`src/rtl/vu_access_sequencer.sv`:
```
// vu_access_sequencer: rebuilds the VU bus address and issues one arbiter request per RAS cycle.
// Optional request timeout is enabled by defining VU_ACCESS_TIMEOUT_EN.
module vu_access_sequencer #(
    parameter int TIMEOUT_CYCLES = 64
) (
    input  logic        clk,
    input  logic        reset_n,
    input  logic        negedge_ras_n,
    input  logic        negedge_cas_n,
    input  logic        clean_ras_n,
    input  logic [7:0]  shap_n,
    input  logic        posedge_strob_sost,
    input  logic [7:0]  status_d,
    input  logic        negedge_zpzu_n,
    input  logic [7:0]  data_in,
    input  logic        sel,
    output logic [15:0] addr,
    output logic        addr_valid,
    output logic        req_valid,
    output logic        req_write,
    output logic [15:0] req_addr,
    output logic [7:0]  req_data,
    input  logic        req_ack,
    output logic        overrun,
    output logic        timeout
);

    typedef enum logic [1:0] {S_IDLE, S_RDWAIT, S_REQ} state_t;

    state_t      r_state;
    state_t      w_next;
    logic [15:0] r_addr;
    logic        r_addr_valid;
    logic        r_memrd_psw;
    logic        r_issued;
    logic [15:0] r_req_addr;
    logic [7:0]  r_req_data;
    logic        r_req_write;
    logic        r_overrun;

    logic w_wr_evt;
    logic w_rd_evt;
    logic w_load;
    logic w_load_write;
    logic w_psw_clr;
    logic w_drop;
    logic w_done;
    logic w_to_hit;
    logic w_unused_status;

    assign w_unused_status = ^status_d[6:0];

    assign w_wr_evt = sel & negedge_zpzu_n & ~r_issued;
    assign w_rd_evt = sel & r_memrd_psw & ~r_issued;

    // NOTE: sequential state uses non-blocking assignments so every register samples pre-edge values.
    always_ff @(posedge clk or negedge reset_n) begin
        if (!reset_n) begin
            r_addr       <= '0;
            r_addr_valid <= 1'b0;
        end else begin
            if (clean_ras_n)
                r_addr_valid <= 1'b0;
            if (negedge_ras_n) begin
                r_addr[7:0]  <= ~shap_n;
                r_addr_valid <= 1'b0;
            end else if (negedge_cas_n && !clean_ras_n) begin
                r_addr[15:8] <= ~shap_n;
                r_addr_valid <= 1'b1;
            end
        end
    end

    always_ff @(posedge clk or negedge reset_n) begin
        if (!reset_n) begin
            r_memrd_psw <= 1'b0;
            r_issued    <= 1'b0;
        end else begin
            if (posedge_strob_sost)
                r_memrd_psw <= status_d[7];
            else if (w_psw_clr)
                r_memrd_psw <= 1'b0;
            // A fresh RAS edge opens a new bus cycle, so it outranks a same-cycle completion.
            if (negedge_ras_n)
                r_issued <= 1'b0;
            else if (w_done)
                r_issued <= 1'b1;
        end
    end

`ifdef VU_ACCESS_TIMEOUT_EN
    logic [7:0] r_to_cnt;
    logic       r_timeout;

    assign w_to_hit = (r_to_cnt == 8'(TIMEOUT_CYCLES - 1));

    always_ff @(posedge clk or negedge reset_n) begin
        if (!reset_n) begin
            r_to_cnt  <= '0;
            r_timeout <= 1'b0;
        end else begin
            r_to_cnt  <= (r_state == S_REQ && w_next == S_REQ) ? r_to_cnt + 8'd1 : 8'd0;
            r_timeout <= (r_state == S_REQ) && !req_ack && w_to_hit;
        end
    end

    assign timeout = r_timeout;
`else
    logic [7:0] w_unused_timeout;

    assign w_unused_timeout = 8'(TIMEOUT_CYCLES);
    assign w_to_hit         = 1'b0;
    assign timeout          = 1'b0;
`endif

    always_ff @(posedge clk or negedge reset_n) begin
        if (!reset_n)
            r_state <= S_IDLE;
        else
            r_state <= w_next;
    end

    // NOTE: every signal gets a default before the case so no latches are inferred.
    always_comb begin
        w_next       = r_state;
        w_load       = 1'b0;
        w_load_write = 1'b0;
        w_psw_clr    = 1'b0;
        w_drop       = 1'b0;
        w_done       = 1'b0;
        case (r_state)
            S_IDLE: begin
                if (w_wr_evt) begin
                    w_next       = S_REQ;
                    w_load       = 1'b1;
                    w_load_write = 1'b1;
                    w_psw_clr    = 1'b1;
                end else if (w_rd_evt) begin
                    if (r_addr_valid) begin
                        w_next    = S_REQ;
                        w_load    = 1'b1;
                        w_psw_clr = 1'b1;
                    end else begin
                        w_next = S_RDWAIT;
                    end
                end
            end
            S_RDWAIT: begin
                // An abandoned read also forgets its stale status so it cannot fire in a later cycle.
                if (!sel || negedge_ras_n) begin
                    w_next    = S_IDLE;
                    w_psw_clr = 1'b1;
                end else if (w_wr_evt) begin
                    w_next       = S_REQ;
                    w_load       = 1'b1;
                    w_load_write = 1'b1;
                    w_psw_clr    = 1'b1;
                end else if (r_addr_valid) begin
                    w_next    = S_REQ;
                    w_load    = 1'b1;
                    w_psw_clr = 1'b1;
                end
            end
            S_REQ: begin
                if (w_wr_evt || w_rd_evt) begin
                    w_drop    = 1'b1;
                    w_psw_clr = 1'b1;
                end
                if (req_ack || w_to_hit) begin
                    w_next = S_IDLE;
                    w_done = 1'b1;
                end
            end
            default: w_next = S_IDLE;
        endcase
    end

    always_ff @(posedge clk or negedge reset_n) begin
        if (!reset_n) begin
            r_req_addr  <= '0;
            r_req_data  <= '0;
            r_req_write <= 1'b0;
            r_overrun   <= 1'b0;
        end else begin
            r_overrun <= w_drop;
            if (w_load) begin
                r_req_addr  <= r_addr;
                r_req_write <= w_load_write;
                if (w_load_write)
                    r_req_data <= data_in;
            end
        end
    end

    assign addr       = r_addr;
    assign addr_valid = r_addr_valid;
    assign req_valid  = (r_state == S_REQ);
    assign req_write  = r_req_write;
    assign req_addr   = r_req_addr;
    assign req_data   = r_req_data;
    assign overrun    = r_overrun;

endmodule
```
`config.mk`:
```
export PLATFORM = sky130hd
export DESIGN_NAME = vu_access_sequencer
export DESIGN_NICKNAME = d
export VERILOG_FILES = /design/src/rtl/vu_access_sequencer.sv
export SDC_FILE = /design/constraint.sdc
export NUM_CORES = 1
export LEC_CHECK = 0
export BUFFER_PORTS_ARGS = -buffer_cell sky130_fd_sc_hd__buf_2
export CORE_AREA = 2 2 71 73
export CTS_CLUSTER_SIZE = 24
export DETAILED_ROUTE_END_ITERATION = 12
export DIE_AREA = 0 0 73 75
export PLACE_DENSITY = 0.7
export RECOVER_POWER = 100
export SYNTH_ARGS = -nofsm -noshare
export SYNTH_HDL_FRONTEND = slang
export SYNTH_SLANG_ARGS = --single-unit
```
`constraint.sdc`:
```
create_clock -name clk -period 1.54 [get_ports clk]
set_input_delay 0.077 -clock clk [delete_from_list [all_inputs] [get_ports clk]]
set_output_delay 0.077 -clock clk [all_outputs]
set_load 0.005 [all_outputs]
```
Yosys cells after proc, flatten, opt, wreduce, memory -nomap -nowiden

Cells that the tools add are included.

Register bits after elaboration: 47

Eq/ne operators: 5
Multiplexer cells: 30
Bitwise gates (word level): 7
Reduce and logical (&&, ||, !) cells: 12

Operator list:

| kind                                                                     | number |
|---|---|
| 1-bit two-way mux                                                        | 19 |
| 2-bit two-way mux                                                        | 7 |
| 8-bit inverter                                                           | 1 |
| 2-bit case mux with 3 select lines                                       | 1 |
| 1-bit bitwise AND                                                        | 4 |
| 4-bit inequality test (second input constant)                            | 1 |
| 1-bit case mux with 2 select lines                                       | 2 |
| 2-bit AND reduction                                                      | 2 |
| 2-bit nonzero test                                                       | 2 |
| 3-bit inequality test (second input constant)                            | 1 |
| 1-bit case mux with 3 select lines                                       | 1 |
| 3-bit AND reduction                                                      | 1 |
| 3-bit nonzero test                                                       | 1 |
| 2-bit by 1-bit == test with 1-bit output (second input constant)         | 1 |
| 2-bit == test (second input constant)                                    | 1 |
| 1-bit logical NOT                                                        | 2 |
| 2-bit logical NOT                                                        | 1 |
| 1-bit logical OR                                                         | 2 |
| 2-bit by 1-bit inequality test with 1-bit output (second input constant) | 1 |
| 1-bit inverter                                                           | 2 |
| 1-bit logical AND                                                        | 1 |

Longest topological paths before layout

Word-level depth: 7
Gate-level depth with buffers: 5
Gate-level depth less buffers: 4

Least setup slack after synthesis

OpenSTA, ideal clock, no wires.

Path kind: reg2reg
Start point: register r_state[0]
End point: register r_req_addr[10], in the netlist req_addr[10]
Library setup time: 0.127 ns
Arrival time: 1.429 ns
Required time: 1.413 ns
Path slack: -0.017 ns
Cell stages (with the launch flop): 5
Path buffers: 1
Cells stage by stage: dfrtp_1 -> o31a_1 -> nor2_4 -> buf_6 -> mux2_1

Cells in the longest elaborated chain, start to end: 2
Elaborated cells between the ends (all ways): 3
Classes of those cells: 1 x eq/ne; 1 x mux; 1 x reduce/logical

RTL lines:

| element                                                                              | RTL line | source |
|---|---|---|
| from (decl)                                                                          | 30       | `state_t r_state;` |
| from (signal assigned)                                                               | 120      | `r_state <= w_next;` |
| 2-bit by 1-bit == test with 1-bit output / 2-bit logical NOT (equally long branches) | 131      | `case (r_state)` |
| 1-bit case mux with 2 select lines (*)                                               | 131      |  |
| to (signal assigned)                                                                 | 187      | `r_req_addr <= r_addr;` |
| to (decl)                                                                            | 36       | `logic [15:0] r_req_addr;` |

Every way passes the cells marked *; elsewhere a longest branch is shown, timed or not.
A chain may end at the register's enable or synchronous reset.

Final worst setup path

Start point: register r_issued
End point: register r_req_addr[14], in the netlist req_addr[14]

Cells in the longest elaborated chain, start to end: 5
Elaborated cells between the ends (all ways): 8
Classes of those cells: 5 x mux; 3 x bitwise

RTL lines:

| element                                     | RTL line | source |
|---|---|---|
| from (decl)                                 | 35       | `logic r_issued;` |
| from (signal assigned)                      | 77       | `r_issued <= 1'b0;` |
| from (signal assigned)                      | 85       | `r_issued <= 1'b0;` |
| from (signal assigned)                      | 87       | `r_issued <= 1'b1;` |
| 1-bit inverter (*)                          | 53, 54   |  |
| 1-bit bitwise AND, on equally long branches | 53, 54   |  |
| 1-bit two-way mux, on equally long branches | 153, 138 |  |
| 1-bit two-way mux, on equally long branches | 150, 133 |  |
| 1-bit case mux with 2 select lines (*)      | 131      |  |

Marks and branches as above.

==> results.txt <==
Status -> finished, final reports clean
Antenna viol nets, final -> 0
Crit start category -> register
Die X -> 73 um
Port Buffers -> 69
Vias -> 1,390
CP Data Arrival Time -> 1.70 ns
Syn Area/Cell -> 13.28 sq um
Register area share after synthesis -> 0.6373
Initial antenna violation count -> 0
Tcrit/Tclk final -> 0.9882
Die Area -> 5475 sq um
Post-DP HPWL -> 2865 um
Routed length per placed instance -> 13.70 um
# setup viols final -> 0
Post-Route Skew -> 0.005985 ns
Core area -> 4661 sq um
Cts bufs inserted -> 5
Initial Utilization -> 0.3960
Number of global-route vias before repair -> 1,379
Post-place instance area -> 2311 sq um
Slew margin rel. -> 0.6087
Total GRT Usage -> 0.1559
Synth warn -> 0
Fill count -> 451
Die Ht -> 75 um
Num Clock Sinks -> 47
Root Buffer -> clkbuf_8
Sw frac -> 0.2888
Worst-path clk slew -> 0.08 ns
Net Count, Synth -> 172
Post-layout min period -> 1.522 ns
Critical Path Sink Type -> register
Fmax -> 0.6571 GHz
First-pass GRT wire length -> 6444 um
Max-cap violation count -> 0
Power Density -> 1365 nW/um^2
Min-Delay Path Class -> in -> reg
Residual DRC -> 0
CP required -> 1.72 ns
WL final -> 3960 um
Setup ws final -> 0.01821 ns
Dpl ws -> 0.02427 ns
Starting DRT DRC Count -> 92
RSZ-0062 raised after global routing -> yes
DP Cell Count -> 267
CTS tree -> built
Seq pwr share -> 0.522
Largest net degree at the start of global routing -> 25
CTS Buffer Depth -> 2
Tot Pwr -> 3.416 mW
DR pass1 iterations -> 4
I/O pin count -> 78
Final Max Slew Viols -> 0
Yosys cell types -> 28
Yosys reg bits -> 47
Clock Latency Late Sink -> 0.30 ns
Share of layout cells above drive strength 1 -> 0.3106
CP Max Fanout -> 16
Area grow syn2layout -> 35.66%
H-tree Lvls -> 2
Switching pwr -> 0.9868 mW
Grt ovf -> 0
# rows -> 25
Vias per Instance -> 4.810
Critical path type -> reg -> reg
N_diodes -> 0
Post-route non-filler standard cell count -> 289
Worst vdd ir -> 0.0008094 V
Gp weighted congestion -> 0.7956
P_leak -> 1.225 nW
Post-route cell area -> 2504 sq um
Combinational power share -> 0.269
Clock network fraction of total power -> 0.208
Final net count -> 267
Post-Syn Area -> 1846 sq um
Setup Fix Bufs, Post-CTS -> 0
Final Hold Violating Endpoints -> 0
Cells after Synth -> 139
Slew @ Worst Pin -> 0.5869 ns
P_int -> 2.430 mW
==> synthesized netlist by cell type <==
cell type	number	area, sq um
conb_1	1	3.750
a311o_1	1	10.01
dfrtp_1	47	1176
buf_2	1	5.000
nor2b_4	1	13.76
inv_1	11	41.29
mux2_2	11	123.9
buf_4	1	7.510
clkbuf_1	1	3.750
o31ai_1	1	7.510
o21ai_0	9	45.04
buf_6	1	11.26
nand3_1	1	5.000
a21oi_1	1	5.000
nor2b_1	1	6.260
mux2_1	13	146.4
o31a_1	1	8.760
o21a_1	1	7.510
nor3_1	2	10.01
o22ai_1	1	6.260
nand2_1	13	48.80
nor2_4	1	11.26
or4b_1	1	10.01
nor4b_1	1	8.760
nand2b_1	3	18.77
nor2_1	4	15.01
mux2i_1	8	80.08
o21ai_2	1	8.760
==> metrics by stage <==
stage / setup TNS, ns / util / hold slack [ns]
5_1_grt: -0.06082 / 0.5372 / 0.005723
4_1_cts: 0 / 0.5420 / 0.0004318
6_report: 0 / 0.5372 / 0.01111
3_5_place_dp: 0 / 0.4958 / 0.08973
3_3_place_gp: 0 / 0.4958 / 0.09534
2_1_floorplan: 0 / - / -0.2186
==> routing by layer <==
metal  share of wire  routed length (um)  vias up  track usage
li1                -                   -      658            -
met1            0.43                1687      688       0.2000
met2            0.52                2040       39       0.2563
met3           0.044                 173        5      0.04552
met4           0.015                  58        0      0.04938
met5               0                   0        -            0
==> worst max-delay path, cell delays in order (launching register included) <==
cell     delay, ns
dfrtp_2       0.45
o31a_1        0.33
nor2_4        0.11
buf_12        0.17
mux2_1        0.34
==> layout by cell type (no fill, tap or decap), types with 8 or more instances in the layout <==
cell / n
inv_1: 11
dlygate4sd3_1: 14
mux2_1: 13
clkbuf_1: 28
o21ai_0: 9
nand2_1: 13
dfrtp_1: 46
mux2_2: 10
mux2i_1: 8
buf_2: 40
==> cells by family after synthesis <==
| group | Yosys count | share of synthesized area |
|---|---|---|
| AND/OR/NAND/NOR | 28 | 0.08000 |
| multiplexers | 32 | 0.1898 |
| buffers and inverters | 15 | 0.03728 |
| flip-flops | 47 | 0.6373 |
| other | 1 | 0.002032 |
| AO/OA/AOI/OAI | 16 | 0.05356 |
==> state kept, by name, summed over array words and instances, names as in the netlist, 2 cells and up <==
name	cells
addr	16
req_data	8
r_state	2
req_addr	16
==> layout make-up <==
cell class / count / area [sq um] / share of cell area
sequential: 47 / 1177 / 0.4703
clock buffer: 6 / 72.57 / 0.02899
timing repair buffer: 92 / 525.5 / 0.2099
inverter: 11 / 41.29 / 0.01649
tap: 54 / 67.56 / 0.02699
clock inverter: 2 / 12.51 / 0.004998
multi-input combinational: 77 / 606.8 / 0.2424
==> repair_timing <==
| action | in CTS | in global routing |
|---|---|---|
| endpoints found under the setup margin | 0 | 16 |
| hold buffers | 13 | 1 |
| hold endpoints to repair | 40 | 1 |
| resized for setup | 0 | 3 |
==> power groups by stage <==
stage	clock (mW)	combinational (mW)	sequential, mW
2_1_floorplan	0	0.380	1.83
3_3_place_gp	0	0.925	1.78
3_5_place_dp	0	0.951	1.81
4_1_cts	0.743	0.979	1.78
5_1_grt	0.798	1.03	1.84
6_report	0.712	0.919	1.78
==> final timing paths <==
path,from,end,slack (ns),cells after the start
max,r_issued$_DFFE_PN0P_,req_addr[14]$_DFFE_PN0P_,0.02,4
min,data_in[6],req_data[6]$_DFFE_PN0P_,0.01,2
max reg2reg,r_issued$_DFFE_PN0P_,req_addr[14]$_DFFE_PN0P_,0.02,4
min reg2reg,req_addr[10]$_DFFE_PN0P_,req_addr[10]$_DFFE_PN0P_,0.49,1
max in group asynchronous,reset_n,req_addr[4]$_DFFE_PN0P_,0.46,3
min in group asynchronous,reset_n,addr[9]$_DFFE_PN0P_,0.31,2
Power figures use the tool's default switching activity.
